File: src/rtl/bram_ctrl_pkg.sv
// -----------------------------------------------------------------------------
// bram_ctrl_pkg
//   Shared definitions for the BRAM controller family (writer/checker and
//   stream reader).
//
//   Contents:
//     state_e     - controller state encoding (IDLE / RUN / DONE)
//     RD_LAT      - BRAM read latency in cycles (ce0 -> q0 valid)
//     FIFO_DEPTH  - stream FIFO depth; RD_LAT+1 is the minimum that
//                   sustains one word per cycle at full rate
//
//   Configuration macro:
//     BRAM_RD_LAT2_EN - define for BRAMs with an output register
//                       (RD_LAT=2, FIFO_DEPTH=3). When undefined,
//                       RD_LAT=1 and FIFO_DEPTH=2.
// -----------------------------------------------------------------------------
package bram_ctrl_pkg;

  typedef enum logic [1:0] {
    S_IDLE = 2'b00,
    S_RUN  = 2'b01,
    S_DONE = 2'b10
  } state_e;

`ifdef BRAM_RD_LAT2_EN
  localparam int RD_LAT = 2;
`else
  localparam int RD_LAT = 1;
`endif

  // One slot per read that can be in the BRAM pipeline plus one for the
  // word currently presented downstream.
  localparam int FIFO_DEPTH = RD_LAT + 1;

endpackage : bram_ctrl_pkg

File: src/rtl/bram_rd_fifo.sv
// -----------------------------------------------------------------------------
// bram_rd_fifo
//   Small synchronous FIFO holding stream data returned by the BRAM.
//   Simultaneous push and pop are allowed (occupancy unchanged). The head
//   entry is always visible on head_data (first-word fall-through), so the
//   consumer sees data in the same cycle the FIFO becomes non-empty.
//
//   Parameters:
//     DWIDTH - data width
//     DEPTH  - number of entries (need not be a power of two)
//
//   Ports:
//     clk        in   clock, rising edge
//     reset_n    in   asynchronous active-low reset (clears all entries)
//     push       in   write push_data this cycle
//     push_data  in   DWIDTH data to write
//     pop        in   remove head entry this cycle
//     head_data  out  DWIDTH oldest entry
//     count      out  current occupancy
//     empty      out  occupancy is zero
// -----------------------------------------------------------------------------
module bram_rd_fifo #(
  parameter int DWIDTH = 16,
  parameter int DEPTH  = 2
) (
  input  logic                       clk,
  input  logic                       reset_n,
  input  logic                       push,
  input  logic [DWIDTH-1:0]          push_data,
  input  logic                       pop,
  output logic [DWIDTH-1:0]          head_data,
  output logic [$clog2(DEPTH+1)-1:0] count,
  output logic                       empty
);

  localparam int CW = $clog2(DEPTH + 1);
  localparam int PW = (DEPTH > 1) ? $clog2(DEPTH) : 1;

  logic [PW-1:0]     wr_ptr_q, wr_ptr_d;
  logic [PW-1:0]     rd_ptr_q, rd_ptr_d;
  logic [CW-1:0]     count_q, count_d;
  logic              full;
  logic              do_push;
  logic              do_pop;
  logic [DWIDTH-1:0] entry_vals [DEPTH];

  // Pointer increment with explicit wrap so non-power-of-two depths work.
  function automatic logic [PW-1:0] ptr_inc(input logic [PW-1:0] p);
    if (p == PW'(DEPTH - 1)) begin
      return '0;
    end
    return p + PW'(1);
  endfunction

  assign empty   = (count_q == '0);
  assign full    = (count_q == CW'(DEPTH));
  assign do_pop  = pop && !empty;
  // A push into a full FIFO is only legal when the head leaves this cycle.
  assign do_push = push && (!full || do_pop);

  always_comb begin
    wr_ptr_d = wr_ptr_q;
    rd_ptr_d = rd_ptr_q;
    count_d  = count_q;
    if (do_push) begin
      wr_ptr_d = ptr_inc(wr_ptr_q);
    end
    if (do_pop) begin
      rd_ptr_d = ptr_inc(rd_ptr_q);
    end
    case ({do_push, do_pop})
      2'b10:   count_d = count_q + CW'(1);
      2'b01:   count_d = count_q - CW'(1);
      default: count_d = count_q;
    endcase
  end

  always_ff @(posedge clk or negedge reset_n) begin
    if (!reset_n) begin
      wr_ptr_q <= '0;
      rd_ptr_q <= '0;
      count_q  <= '0;
    end else begin
      wr_ptr_q <= wr_ptr_d;
      rd_ptr_q <= rd_ptr_d;
      count_q  <= count_d;
    end
  end

  // Storage: one register per entry, written only when the write pointer
  // selects it. Entries reset to zero so the head reads 0 out of reset.
  for (genvar gi = 0; gi < DEPTH; gi++) begin : g_entry
    logic [DWIDTH-1:0] entry_q, entry_d;

    always_comb begin
      entry_d = entry_q;
      if (do_push && (wr_ptr_q == PW'(gi))) begin
        entry_d = push_data;
      end
    end

    always_ff @(posedge clk or negedge reset_n) begin
      if (!reset_n) begin
        entry_q <= '0;
      end else begin
        entry_q <= entry_d;
      end
    end

    assign entry_vals[gi] = entry_q;
  end

  assign head_data = entry_vals[rd_ptr_q];
  assign count     = count_q;

endmodule : bram_rd_fifo

File: src/rtl/bram_stream_reader.sv
// -----------------------------------------------------------------------------
// bram_stream_reader
//   On an i_run pulse, reads i_num_cnt consecutive words (addresses
//   0..i_num_cnt-1) from a single-port BRAM interface and streams them out
//   in address order on a valid/ready interface. Reads are issued only when
//   the FIFO is guaranteed room for the returning data (credit rule), so
//   backpressure never loses or duplicates a word.
//
//   Configuration macro:
//     BRAM_RD_LAT2_EN - 2-cycle BRAM read latency (see bram_ctrl_pkg).
//
//   Parameters:
//     DWIDTH   - BRAM data width
//     AWIDTH   - BRAM address width, also width of i_num_cnt
//     MEM_SIZE - BRAM depth in words
//
//   Ports:
//     clk         in   clock, rising edge
//     reset_n     in   asynchronous active-low reset
//     i_run       in   start pulse, only honoured in IDLE
//     i_num_cnt   in   word count, latched when i_run is accepted
//     o_idle      out  high in IDLE
//     o_read      out  high in RUN
//     o_done      out  one-cycle pulse in DONE
//     addr0       out  BRAM address
//     ce0         out  BRAM read strobe
//     we0         out  BRAM write enable (always 0)
//     d0          out  BRAM write data (always 0)
//     q0          in   BRAM read data, valid RD_LAT cycles after ce0
//     o_valid     out  stream data valid (FIFO non-empty)
//     o_mem_data  out  stream data (FIFO head)
//     i_ready     in   downstream ready
// -----------------------------------------------------------------------------
module bram_stream_reader
  import bram_ctrl_pkg::*;
#(
  parameter int DWIDTH   = 16,
  parameter int AWIDTH   = 7,
  parameter int MEM_SIZE = 128
) (
  input  logic              clk,
  input  logic              reset_n,
  input  logic              i_run,
  input  logic [AWIDTH-1:0] i_num_cnt,
  output logic              o_idle,
  output logic              o_read,
  output logic              o_done,
  output logic [AWIDTH-1:0] addr0,
  output logic              ce0,
  output logic              we0,
  output logic [DWIDTH-1:0] d0,
  input  logic [DWIDTH-1:0] q0,
  output logic              o_valid,
  output logic [DWIDTH-1:0] o_mem_data,
  input  logic              i_ready
);

  localparam int CW = $clog2(FIFO_DEPTH + 1);
  // Occupancy (FIFO + in-flight) can reach FIFO_DEPTH + RD_LAT, so one
  // extra bit over the FIFO count is enough headroom.
  localparam int OW = CW + 1;
  localparam logic [AWIDTH:0] ADDR_LIMIT = (AWIDTH + 1)'(MEM_SIZE);

  state_e              state_q, state_d;
  logic [AWIDTH-1:0]   num_q, num_d;
  logic [AWIDTH-1:0]   issue_q, issue_d;
  logic [RD_LAT-1:0]   inflight_q, inflight_d;

  logic [CW-1:0]       fifo_count;
  logic                fifo_empty;
  logic                fifo_push;
  logic                fifo_pop;
  logic [OW-1:0]       inflight_cnt;
  logic [OW-1:0]       occupancy;
  logic                credit_ok;
  logic                issue_rd;
  logic                drained;

  // ---------------------------------------------------------------------------
  // FSM: state register
  // ---------------------------------------------------------------------------
  always_ff @(posedge clk or negedge reset_n) begin
    if (!reset_n) begin
      state_q <= S_IDLE;
    end else begin
      state_q <= state_d;
    end
  end

  // Run is complete once every word has been issued, returned and consumed.
  assign drained = (issue_q == num_q) && (inflight_q == '0) && fifo_empty;

  // ---------------------------------------------------------------------------
  // FSM: next state and state-decoded outputs
  // ---------------------------------------------------------------------------
  always_comb begin
    state_d = state_q;
    o_idle  = 1'b0;
    o_read  = 1'b0;
    o_done  = 1'b0;
    case (state_q)
      S_IDLE: begin
        o_idle = 1'b1;
        if (i_run) begin
          state_d = S_RUN;
        end
      end
      S_RUN: begin
        o_read = 1'b1;
        if (drained) begin
          state_d = S_DONE;
        end
      end
      S_DONE: begin
        o_done  = 1'b1;
        state_d = S_IDLE;
      end
      default: begin
        state_d = S_IDLE;
      end
    endcase
  end

  // ---------------------------------------------------------------------------
  // Read issue with credit check
  // ---------------------------------------------------------------------------
  always_comb begin
    inflight_cnt = '0;
    for (int i = 0; i < RD_LAT; i++) begin
      inflight_cnt = inflight_cnt + OW'(inflight_q[i]);
    end
  end

  // A word popped this cycle frees its slot in time for a read issued now,
  // which is what lets the minimum-depth FIFO sustain one word per cycle.
  assign occupancy = OW'(fifo_count) + inflight_cnt - OW'(fifo_pop);
  assign credit_ok = (occupancy < OW'(FIFO_DEPTH));

  assign issue_rd = (state_q == S_RUN) && (issue_q != num_q) &&
                    ({1'b0, issue_q} < ADDR_LIMIT) && credit_ok;

  assign ce0   = issue_rd;
  assign addr0 = issue_q;
  assign we0   = 1'b0;
  assign d0    = '0;

  // ---------------------------------------------------------------------------
  // Counters and in-flight pipeline
  // ---------------------------------------------------------------------------
  always_comb begin
    num_d   = num_q;
    issue_d = issue_q;
    if ((state_q == S_IDLE) && i_run) begin
      // Count is captured only here; it is never re-sampled mid-run.
      num_d   = i_num_cnt;
      issue_d = '0;
    end else if (state_q == S_DONE) begin
      // Park the address at 0 between runs.
      issue_d = '0;
    end else if (issue_rd) begin
      issue_d = issue_q + AWIDTH'(1);
    end
  end

  // Bit k set means a read issued k+1 cycles ago; the top bit marks the
  // cycle in which q0 carries that read's data.
  assign inflight_d = RD_LAT'({inflight_q, issue_rd});

  always_ff @(posedge clk or negedge reset_n) begin
    if (!reset_n) begin
      num_q      <= '0;
      issue_q    <= '0;
      inflight_q <= '0;
    end else begin
      num_q      <= num_d;
      issue_q    <= issue_d;
      inflight_q <= inflight_d;
    end
  end

  // ---------------------------------------------------------------------------
  // Stream FIFO
  // ---------------------------------------------------------------------------
  assign fifo_push = inflight_q[RD_LAT-1];
  assign fifo_pop  = o_valid && i_ready;
  assign o_valid   = !fifo_empty;

  bram_rd_fifo #(
    .DWIDTH (DWIDTH),
    .DEPTH  (FIFO_DEPTH)
  ) u_fifo (
    .clk       (clk),
    .reset_n   (reset_n),
    .push      (fifo_push),
    .push_data (q0),
    .pop       (fifo_pop),
    .head_data (o_mem_data),
    .count     (fifo_count),
    .empty     (fifo_empty)
  );

endmodule : bram_stream_reader

File: config.mk
export PLATFORM = sky130hd
export DESIGN_NAME = bram_stream_reader
export DESIGN_NICKNAME = d
export VERILOG_FILES = /design/src/rtl/bram_ctrl_pkg.sv /design/src/rtl/bram_rd_fifo.sv /design/src/rtl/bram_stream_reader.sv
export SDC_FILE = /design/constraint.sdc
export NUM_CORES = 1
export LEC_CHECK = 0
export CAP_MARGIN = 20
export CELL_PAD_IN_SITES_DETAIL_PLACEMENT = 1
export CELL_PAD_IN_SITES_GLOBAL_PLACEMENT = 1
export CORE_MARGIN = 2
export CORE_UTILIZATION = 39
export DETAILED_ROUTE_END_ITERATION = 8
export PLACE_DENSITY_LB_ADDON = 0.25
export SETUP_SLACK_MARGIN = 0.02
export SLEW_MARGIN = 10
export SYNTH_ARGS = -nofsm -noshare
export SYNTH_HDL_FRONTEND = slang
export SYNTH_HIERARCHICAL = 1
export SYNTH_SLANG_ARGS = --single-unit
File: constraint.sdc
create_clock -name clk -period 12.9 [get_ports clk]
set_input_delay 3.87 -clock clk [delete_from_list [all_inputs] [get_ports clk]]
set_output_delay 3.87 -clock clk [all_outputs]
set_load 0.02 [all_outputs]
== Word level (Yosys, flattened, before mapping) ==
Cells that the tools add are included.

* $add $sub $neg: 7
* Magnitude comparators: 2
* Equality and inequality tests: 9
* Mux-type cells: 21
* Bitwise logic cells: 3
* Reductions and logical operators: 18

{| class="wikitable"
|+ Operator list
! cell !! number
|-
| $mux W16 || 3
|-
| $mux W7 || 3
|-
| $mux W1 || 11
|-
| $logic_and A1 B1 Y1 || 10
|-
| $pmux W2 S2 || 2
|-
| $add A7 B1 Y7 const B || 1
|-
| $eq A7 B7 Y1 || 1
|-
| $ne A7 B7 Y1 || 1
|-
| $eq A2 B2 Y1 const B || 3
|-
| $eq A2 B1 Y1 const B || 2
|-
| $logic_not A2 Y1 || 2
|-
| $mux W2 || 2
|-
| $ne A2 B2 Y1 const B || 2
|-
| $add A2 B1 Y3 || 1
|-
| $lt A3 B2 Y1 const B || 1
|-
| $reduce_bool A3 Y1 || 1
|-
| $sub A3 B1 Y3 || 1
|-
| $add A1 B1 Y1 const B || 2
|-
| $add A2 B1 Y2 const B || 1
|-
| $ge A2 B2 Y1 const B || 1
|-
| $logic_not A1 Y1 || 2
|-
| $not A1 Y1 || 2
|-
| $not A1 Y2 || 1
|-
| $reduce_and A2 Y1 || 1
|-
| other kinds (3) || 3
|}

* Register bits: 53
* Input bits: 27
* Output and inout bits: 45
* Logic and storage cells: 69

== Depth between registers and ports, before layout ==
Gate-level depths: netlist of the first run.

* Depth after elaboration: 9
* Depth in mapped cells: 9
* Depth with buffers taken out: 9

== By module ==
Netlist of the first run, hierarchy kept.

{| class="wikitable"
|+ By module, submodules not included
! module !! instances !! cells an instance !! area each (um^2) !! sequential area each (um^2)
|-
| bram_rd_fifo || 1 || 109 || 1692.9 || 900.9
|-
| bram_stream_reader || 1 || 102 || 1206.2 || 425.4
|}

== Least setup slack after synthesis of the first run ==
Ideal clock, no wire load.

* Path type: input to output
* Start point: input i_ready
* End point: output ce0
* Data arrival time: 5.667 ns
* Data required time: 9.030 ns
* Setup slack: 3.363 ns
* Cell stages on the path: 8
* Path buffers: 0
* Path through: nor2b_1 ha_1 nand2b_1 fa_1 xnor2_1 and3_4 o21ai_4 inv_2

* Word-level cells in the longest chain between the ends: 4

{| class="wikitable"
|+ RTL lines
! element !! RTL line !! text
|-
| start: declaration || bram_stream_reader.sv:55 || <nowiki>input logic i_ready</nowiki>
|-
| $logic_and A1 B1 Y1 || bram_stream_reader.sv:185 || <nowiki>assign fifo_pop = o_valid && i_ready;</nowiki>
|-
| $sub A3 B1 Y3 || bram_stream_reader.sv:136 || <nowiki>assign occupancy = OW'(fifo_count) + inflight_cnt - OW'(fifo_pop);</nowiki>
|-
| $lt A3 B2 Y1 || bram_stream_reader.sv:137 || <nowiki>assign credit_ok = (occupancy < OW'(FIFO_DEPTH));</nowiki>
|-
| $logic_and A1 B1 Y1 || bram_stream_reader.sv:140 || <nowiki>({1'b0, issue_q} < ADDR_LIMIT) && credit_ok;</nowiki>
|-
| end: declaration || bram_stream_reader.sv:49 || <nowiki>output logic ce0,</nowiki>
|}

No other way between the ends.

== Worst setup path in the final report of the first run ==
* Start point: input i_ready
* End point: output ce0

* Word-level cells in the longest chain between the ends: 4

{| class="wikitable"
|+ RTL lines
! element !! RTL line !! text
|-
| $logic_and A1 B1 Y1 || bram_stream_reader.sv:185 ||
|-
| via fifo_pop || bram_stream_reader.sv:72 || <nowiki>logic fifo_pop;</nowiki>
|-
| $sub A3 B1 Y3 || bram_stream_reader.sv:136 ||
|-
| $lt A3 B2 Y1 || bram_stream_reader.sv:137 ||
|-
| $logic_and A1 B1 Y1 || bram_stream_reader.sv:140 ||
|}

The timed path passes the listed nets, and every way through them passes these cells.

==> summary.txt, run 1 <==
Status
  • Status: completed

Power
  • Sw Pwr: 367 uW
  • Combinational share of power: 55.1%
  • Internal: 604 uW
  • Pleak: 1.58 nW
  • Pwr Density: about 270 nW/um2
  • Switching portion of total power: a little under two fifths
  • Clock Power Share: 11.8%
  • Sequential power share: 33.1%
  • Max VDD drop: 0.0000993 V

Global route
  • Global route overflow: 0
  • GR Util met1: 20.2%
  • Total GRT Usage: 14.6%
  • Initial antenna violation count: 0
  • Number of global-route vias before repair: between 1500 and 2000
  • GR peak layer: met2
  • Pin count of the biggest net entering global routing: 54
  • Met2 Use GR: 23.2%
  • Met3 Use GR: 3.10%
  • First-pass GRT wire length: about 9600 um

Floorplan
  • Starting Density: 40.2%
  • Die W: about 90 um
  • Die height: between 90 and 100 um
  • # rows: 31
  • Die footprint: 8140 um2
  • Top-level I/O count: 72
  • Core area: between 7000 and 8000 um2

Critical path
  • CP endpoint kind: primary output
  • Critical Path RT: 9030 ps
  • CP most frequent cell: clkdlybuf4s50_1
  • Worst path bufs/invs: 3
  • Startpoint Class: input port
  • CP Class: input port to primary output
  • Crit path largest cell delay: 590 ps
  • Critical path's top delay family: buffers and inverters
  • Crit-path max FO: 6
  • Crit-path slowest cell: clkdlybuf4s50_1
  • CP cell instances: clkdlybuf4s50_1, nor2b_1, ha_1, nand2b_1, fa_1, xnor2_1, and3_4, o21ai_4, inv_2, clkdlybuf4s50_1
  • Worst endpoint data arrival time: 6850 ps

Clock network
  • Worst-Skew Late Latency: between 300 and 400 ps
  • Hold buffer count at CTS: 0
  • Clk sinks: 53
  • Clock-pin slew on the worst setup and hold paths: 90 ps
  • CTS root buffer: clkbuf_8
  • CTS buffer count: 5
  • Clk buf depth: 2
  • Post-CTS setup buffers: 0
  • Post-CTS sizing: 0
  • CTS tree: built
  • CTS HTree Levels: 2

Synthesis
  • Synth unique cells: 42
  • Share of flip-flops with an asynchronous set or reset: 100%
  • Number of enable flip-flop cells after synthesis: 0
  • Top post-synthesis cells by area: dfrtp_1, mux2_4, mux2_2
  • Top FF cell, synth: dfrtp_1
  • Synth cell count leaders: dfrtp_1, mux2_2, mux2_4, buf_4, nand2_1
  • Synth warn: 6
  • Sequential area share after synthesis: 45.7%
  • Synth Cell Area: 2900 um2
  • Area share of the largest cell type after synthesis: around 46%
  • Count leader, synth: dfrtp_1
  • Post-Syn Instances: about 210
  • Synth Area per Inst: ~14 um2
  • Yosys top cell by area: dfrtp_1
  • FF+latch count, synth: 53

Layout
  • Utilization after layout: 49.4%
  • Fillcell total: 776
  • Layout area overhead: 23.0%
  • Nets: approximately 300
  • Ant. Diodes: 0
  • Layout cells sized above 1: 31.7%

STA
  • Final period utilization: between 80% and 90%
  • Setup repair after global routing missed its margin: false
  • Hold Fails Final Rpt: 0
  • Slew Limit Fails: 0
  • Worst hold slack: 512 ps
  • # setup viols final: 0
  • Tmin final: roughly 11000 ps
  • Worst Max-Slew Pin Slew: 1020 ps
  • Fmax: 93.3 MHz
  • Final TNS setup: 0 ps
  • Max_slew headroom: a little under a third
  • Clock Skew: 7.31 ps

Place
  • Final GP Congestion: 0.789
  • Port buffer count: 54
  • Sum of net half-perimeters after detailed placement: 3910 um

Routing
  • First DRT Iteration DRCs: 22
  • DR WL/cell: 15.0 um
  • Antenna-violating nets left: 0
  • Via count: 1693
  • Via density: 4.61
  • Final wirelength: between 5000 and 6000 um
  • DRC errors left: 0
  • DR pass1 iterations: 4

Min path
  • HP Class: flip-flop to flip-flop

Run
  • Max-cap viol count: 0
==> sequential cells by signal, summed over array words and instances (netlist names) <==
signal                  flops
addr0                       7
u_fifo/count                2
u_fifo/wr_ptr_q             1
u_fifo/g_entry.entry_q     32
num_q                       7
u_fifo/rd_ptr_q             1
fifo_push                   1
state_q                     2
==> cell type report <==
| class | count | area, um2 | share of cell area [%] |
|---|---|---|---|
| clock buffer | 5 | 68.8 | 1.93 |
| clock inverter | 3 | 43.8 | 1.23 |
| inverter | 6 | 22.5 | 0.632 |
| multi-input combinational | 146 | 1440 | 40.3 |
| sequential | 53 | 1330 | 37.2 |
| tap | 99 | 124 | 3.47 |
| timing repair buffer | 55 | 543 | 15.2 |
==> layout by cell type, fill, tap and decap left out, drive strengths merged, types with 2 or more instances in the layout <==
| master | instances |
|---|---|
| a21oi | 2 |
| nor2 | 4 |
| nand3 | 2 |
| mux2 | 55 |
| buf | 2 |
| dfrtp | 53 |
| clkbuf | 5 |
| conb | 17 |
| and2 | 2 |
| nand2 | 10 |
| o21bai | 2 |
| ha | 2 |
| o21ai | 3 |
| inv | 7 |
| xnor2 | 9 |
| clkdlybuf4s50 | 53 |
| and3 | 6 |
| o211ai | 4 |
| nand2b | 8 |
| mux2i | 8 |
| nand4 | 2 |
| nor2b | 4 |
| nor3 | 2 |
==> worst register-to-register path: stages (launching register included) <==
cell and delay [ps]:
dfrtp_1 550, nor2_1 130, nor2b_1 410, ha_1 330
nand2b_1 160, fa_1 390, xnor2_1 210, and3_4 270
o211ai_2 120, mux2i_1 140
==> power by group through the flow <==
stage	logic, mW	registers [mW]	clock network (mW)
final	0.534	0.321	0.115
after global routing	0.576	0.336	0.126
after floorplan	0.394	0.303	0
after global placement	0.528	0.322	0
after detailed placement	0.538	0.326	0
after CTS	0.543	0.323	0.119
==> routing by layer <==
metal	part of all wire [%]	vias up
li1	-	805
met1	48	841
met2	47	41
met3	3.7	6
met4	1.3	0
met5	0	-
==> through the flow <==
step                std cells  setup slack (ps)  instance area (um2)  total power [mW]
floorplan                 227              3360                 2960             0.697
global placement          359              2240                 3450             0.850
finish                    367              2180                 3560             0.971
global route              367              2050                 3560              1.04
detailed placement        359              2180                 3450             0.864
CTS                       367              2160                 3560             0.986
==> final timing paths <==
path,start,end,slack (ps),cells after the start
worst min-delay path,u_fifo/g_entry[0].entry_q[12],u_fifo/g_entry[0].entry_q[12],510,1
worst max-delay path,i_ready,ce0,2180,10
worst max register to register,u_fifo/count[1],addr0[5],10070,9
min in group asynchronous,reset_n,num_q[5],3670,2
worst min register to register,u_fifo/g_entry[0].entry_q[12],u_fifo/g_entry[0].entry_q[12],510,1
max in group asynchronous,reset_n,u_fifo/g_entry[0].entry_q[6],8770,2
==> cell families (layout without fill, tap and decap cells) <==
family / Yosys count / count (layout) / synth area share [%]
mux: 63 / 63 / 27.5
flops: 53 / 53 / 45.7
simple gates: 41 / 41 / 10.0
buf+inv: 28 / 69 / 6.78
compound gates: 13 / 13 / 4.14
xor+xnor: 9 / 9 / 4.14
fa+ha+maj: 3 / 3 / 1.55
other cells: 1 / 17 / 0.129
Power figures use the tool's default switching activity.
==> run 2: changes to the inputs <==
==> constraint.sdc (replaced) <==
create_clock -name clk -period 10.3 [get_ports clk]
set_input_delay 3.09 -clock clk [delete_from_list [all_inputs] [get_ports clk]]
set_output_delay 3.09 -clock clk [all_outputs]
set_load 0.02 [all_outputs]
==> summary.txt, run 2 (same netlist as run 1, synthesis figures left out) <==
Status
  • Status: completed

Place
  • Final GP Congestion: 0.755
  • Port buffer count: 54
  • Sum of net half-perimeters after detailed placement: 3740 um

STA
  • Fmax: roughly 110 MHz
  • Tmin final: between 9000 and 10000 ps
  • Slew Limit Fails: 0
  • # setup viols final: 0
  • Hold Fails Final Rpt: 0
  • Clock Skew: between 7 and 8 ps
  • Worst Max-Slew Pin Slew: 1000 ps
  • Final TNS setup: 0 ps
  • Final period utilization: around nine tenths
  • Max_slew headroom: 33.1%
  • Setup repair after global routing missed its margin: false

Clock network
  • Clock-pin slew on the worst setup and hold paths: around 90 ps
  • CTS HTree Levels: 2
  • Clk sinks: 53
  • Post-CTS setup buffers: 0
  • CTS root buffer: clkbuf_8
  • CTS tree: built
  • Clk buf depth: 2
  • Post-CTS sizing: 0
  • CTS buffer count: 5
  • Worst-Skew Late Latency: 310 ps
  • Hold buffer count at CTS: 0

Routing
  • Via density: roughly 4.6
  • Via count: 1703
  • First DRT Iteration DRCs: 30
  • Antenna-violating nets left: 0
  • DR WL/cell: 14.5 um
  • Final wirelength: roughly 5300 um
  • DRC errors left: 0
  • DR pass1 iterations: 4

Floorplan
  • Die W: 90.2 um
  • Core area: a little over 7000 um2
  • # rows: 31
  • Die footprint: around 8000 um2
  • Top-level I/O count: slightly above 70
  • Die height: ~90 um
  • Starting Density: 40.2%

Layout
  • Nets: 297
  • Utilization after layout: 49.5%
  • Layout cells sized above 1: 31.7%
  • Most frequent cells in the layout: dfrtp_1, clkdlybuf4s50_1, mux2_2
  • Max FFs per register: 32
  • Ant. Diodes: 0
  • Fillcell total: 759
  • Layout area overhead: 23.2%
  • Most flops, register: u_fifo/g_entry.entry_q

Critical path
  • Worst endpoint data arrival time: 6090 ps
  • Startpoint Class: input port
  • Critical Path RT: 7210 ps
  • Crit-path max FO: 6
  • CP endpoint kind: primary output
  • CP Class: input port to primary output

Run
  • Max-cap viol count: 0

Global route
  • Number of global-route vias before repair: 1836
  • Total GRT Usage: 14.2%
  • First-pass GRT wire length: 9250 um
  • Global route overflow: 0
  • Pin count of the biggest net entering global routing: 54
  • Initial antenna violation count: 0

Power
  • Pwr Density: 340 nW/um2
  • Max VDD drop: 0.000122 V
  • Pleak: 1.58 nW

Min path
  • HP Class: flip-flop to flip-flop
==> run 2: metrics by stage <==
| stage | power (mW) | hold WS [ps] | instance area [um2] | setup WS [ps] | instances |
|---|---|---|---|---|---|
| finish | 1.21 | 511 | 3570 | 1120 | 367 |
| floorplan | 0.873 | 475 | 2960 | 2320 | 227 |
| global placement | 1.06 | 484 | 3450 | 1210 | 359 |
| global route | 1.30 | 528 | 3570 | 925 | 367 |
| CTS | 1.23 | 518 | 3570 | 1100 | 367 |
| detailed placement | 1.08 | 490 | 3450 | 1100 | 359 |
==> run 2: path summary, 6_finish.rpt <==
path	startpoint	end	slack [ps]	cells past startpoint
worst max-delay path	i_ready	ce0	1120	10
worst min-delay path	u_fifo/g_entry[0].entry_q[9]	u_fifo/g_entry[0].entry_q[9]	510	1
worst max register to register	u_fifo/count[1]	addr0[4]	7400	9
worst min register to register	u_fifo/g_entry[0].entry_q[9]	u_fifo/g_entry[0].entry_q[9]	510	1
max in group asynchronous	reset_n	u_fifo/g_entry[1].entry_q[11]	6950	2
min in group asynchronous	reset_n	num_q[5]	2880	2
==> run 2: area by class of cell <==
class                   instances  area [um2]  share of cell area [%]
clock inverters                 2        37.5                    1.05
flip-flops and latches         53        1330                    37.1
clock buffers                   6        82.6                    2.31
well taps                      99         124                    3.47
repair buffers                 55         543                    15.2
multi-input cells             146        1440                    40.2
inverters                       6        22.5                   0.630
==> run 2: critical path: stages <==
cell	delay, ps
clkdlybuf4s50_1	450
nor2b_1	450
ha_1	330
nand2b_1	150
fa_1	380
xnor2_1	220
and3_4	270
o21ai_4	90
inv_2	60
clkdlybuf4s50_1	590
==> run 2: report_power, final <==
| part | internal (mW) | switching, mW |
|---|---|---|
| Clock | 0.0791 | 0.0698 |
| Combinational | 0.375 | 0.287 |
| Sequential | 0.307 | 0.0949 |
==> run 2: layer usage <==
metal	GRT usage [%]	share of wire [%]	vias up
met3	2.93	3.8	7
met1	19.8	48	851
met4	5.00	1.6	0
li1	-	-	804
met5	0	0	-
met2	21.9	47	41
==> run 3: changes to the inputs <==
--- a/config.mk
+++ b/config.mk
@@ -11,6 +11,7 @@
 export CORE_MARGIN = 2
 export CORE_UTILIZATION = 39
 export DETAILED_ROUTE_END_ITERATION = 8
+export GPL_ROUTABILITY_DRIVEN = 1
 export PLACE_DENSITY_LB_ADDON = 0.25
 export SETUP_SLACK_MARGIN = 0.02
 export SLEW_MARGIN = 10
==> results of run 3 <==
Same layout as run 2: the final DEF is identical, and so are final timing and power.
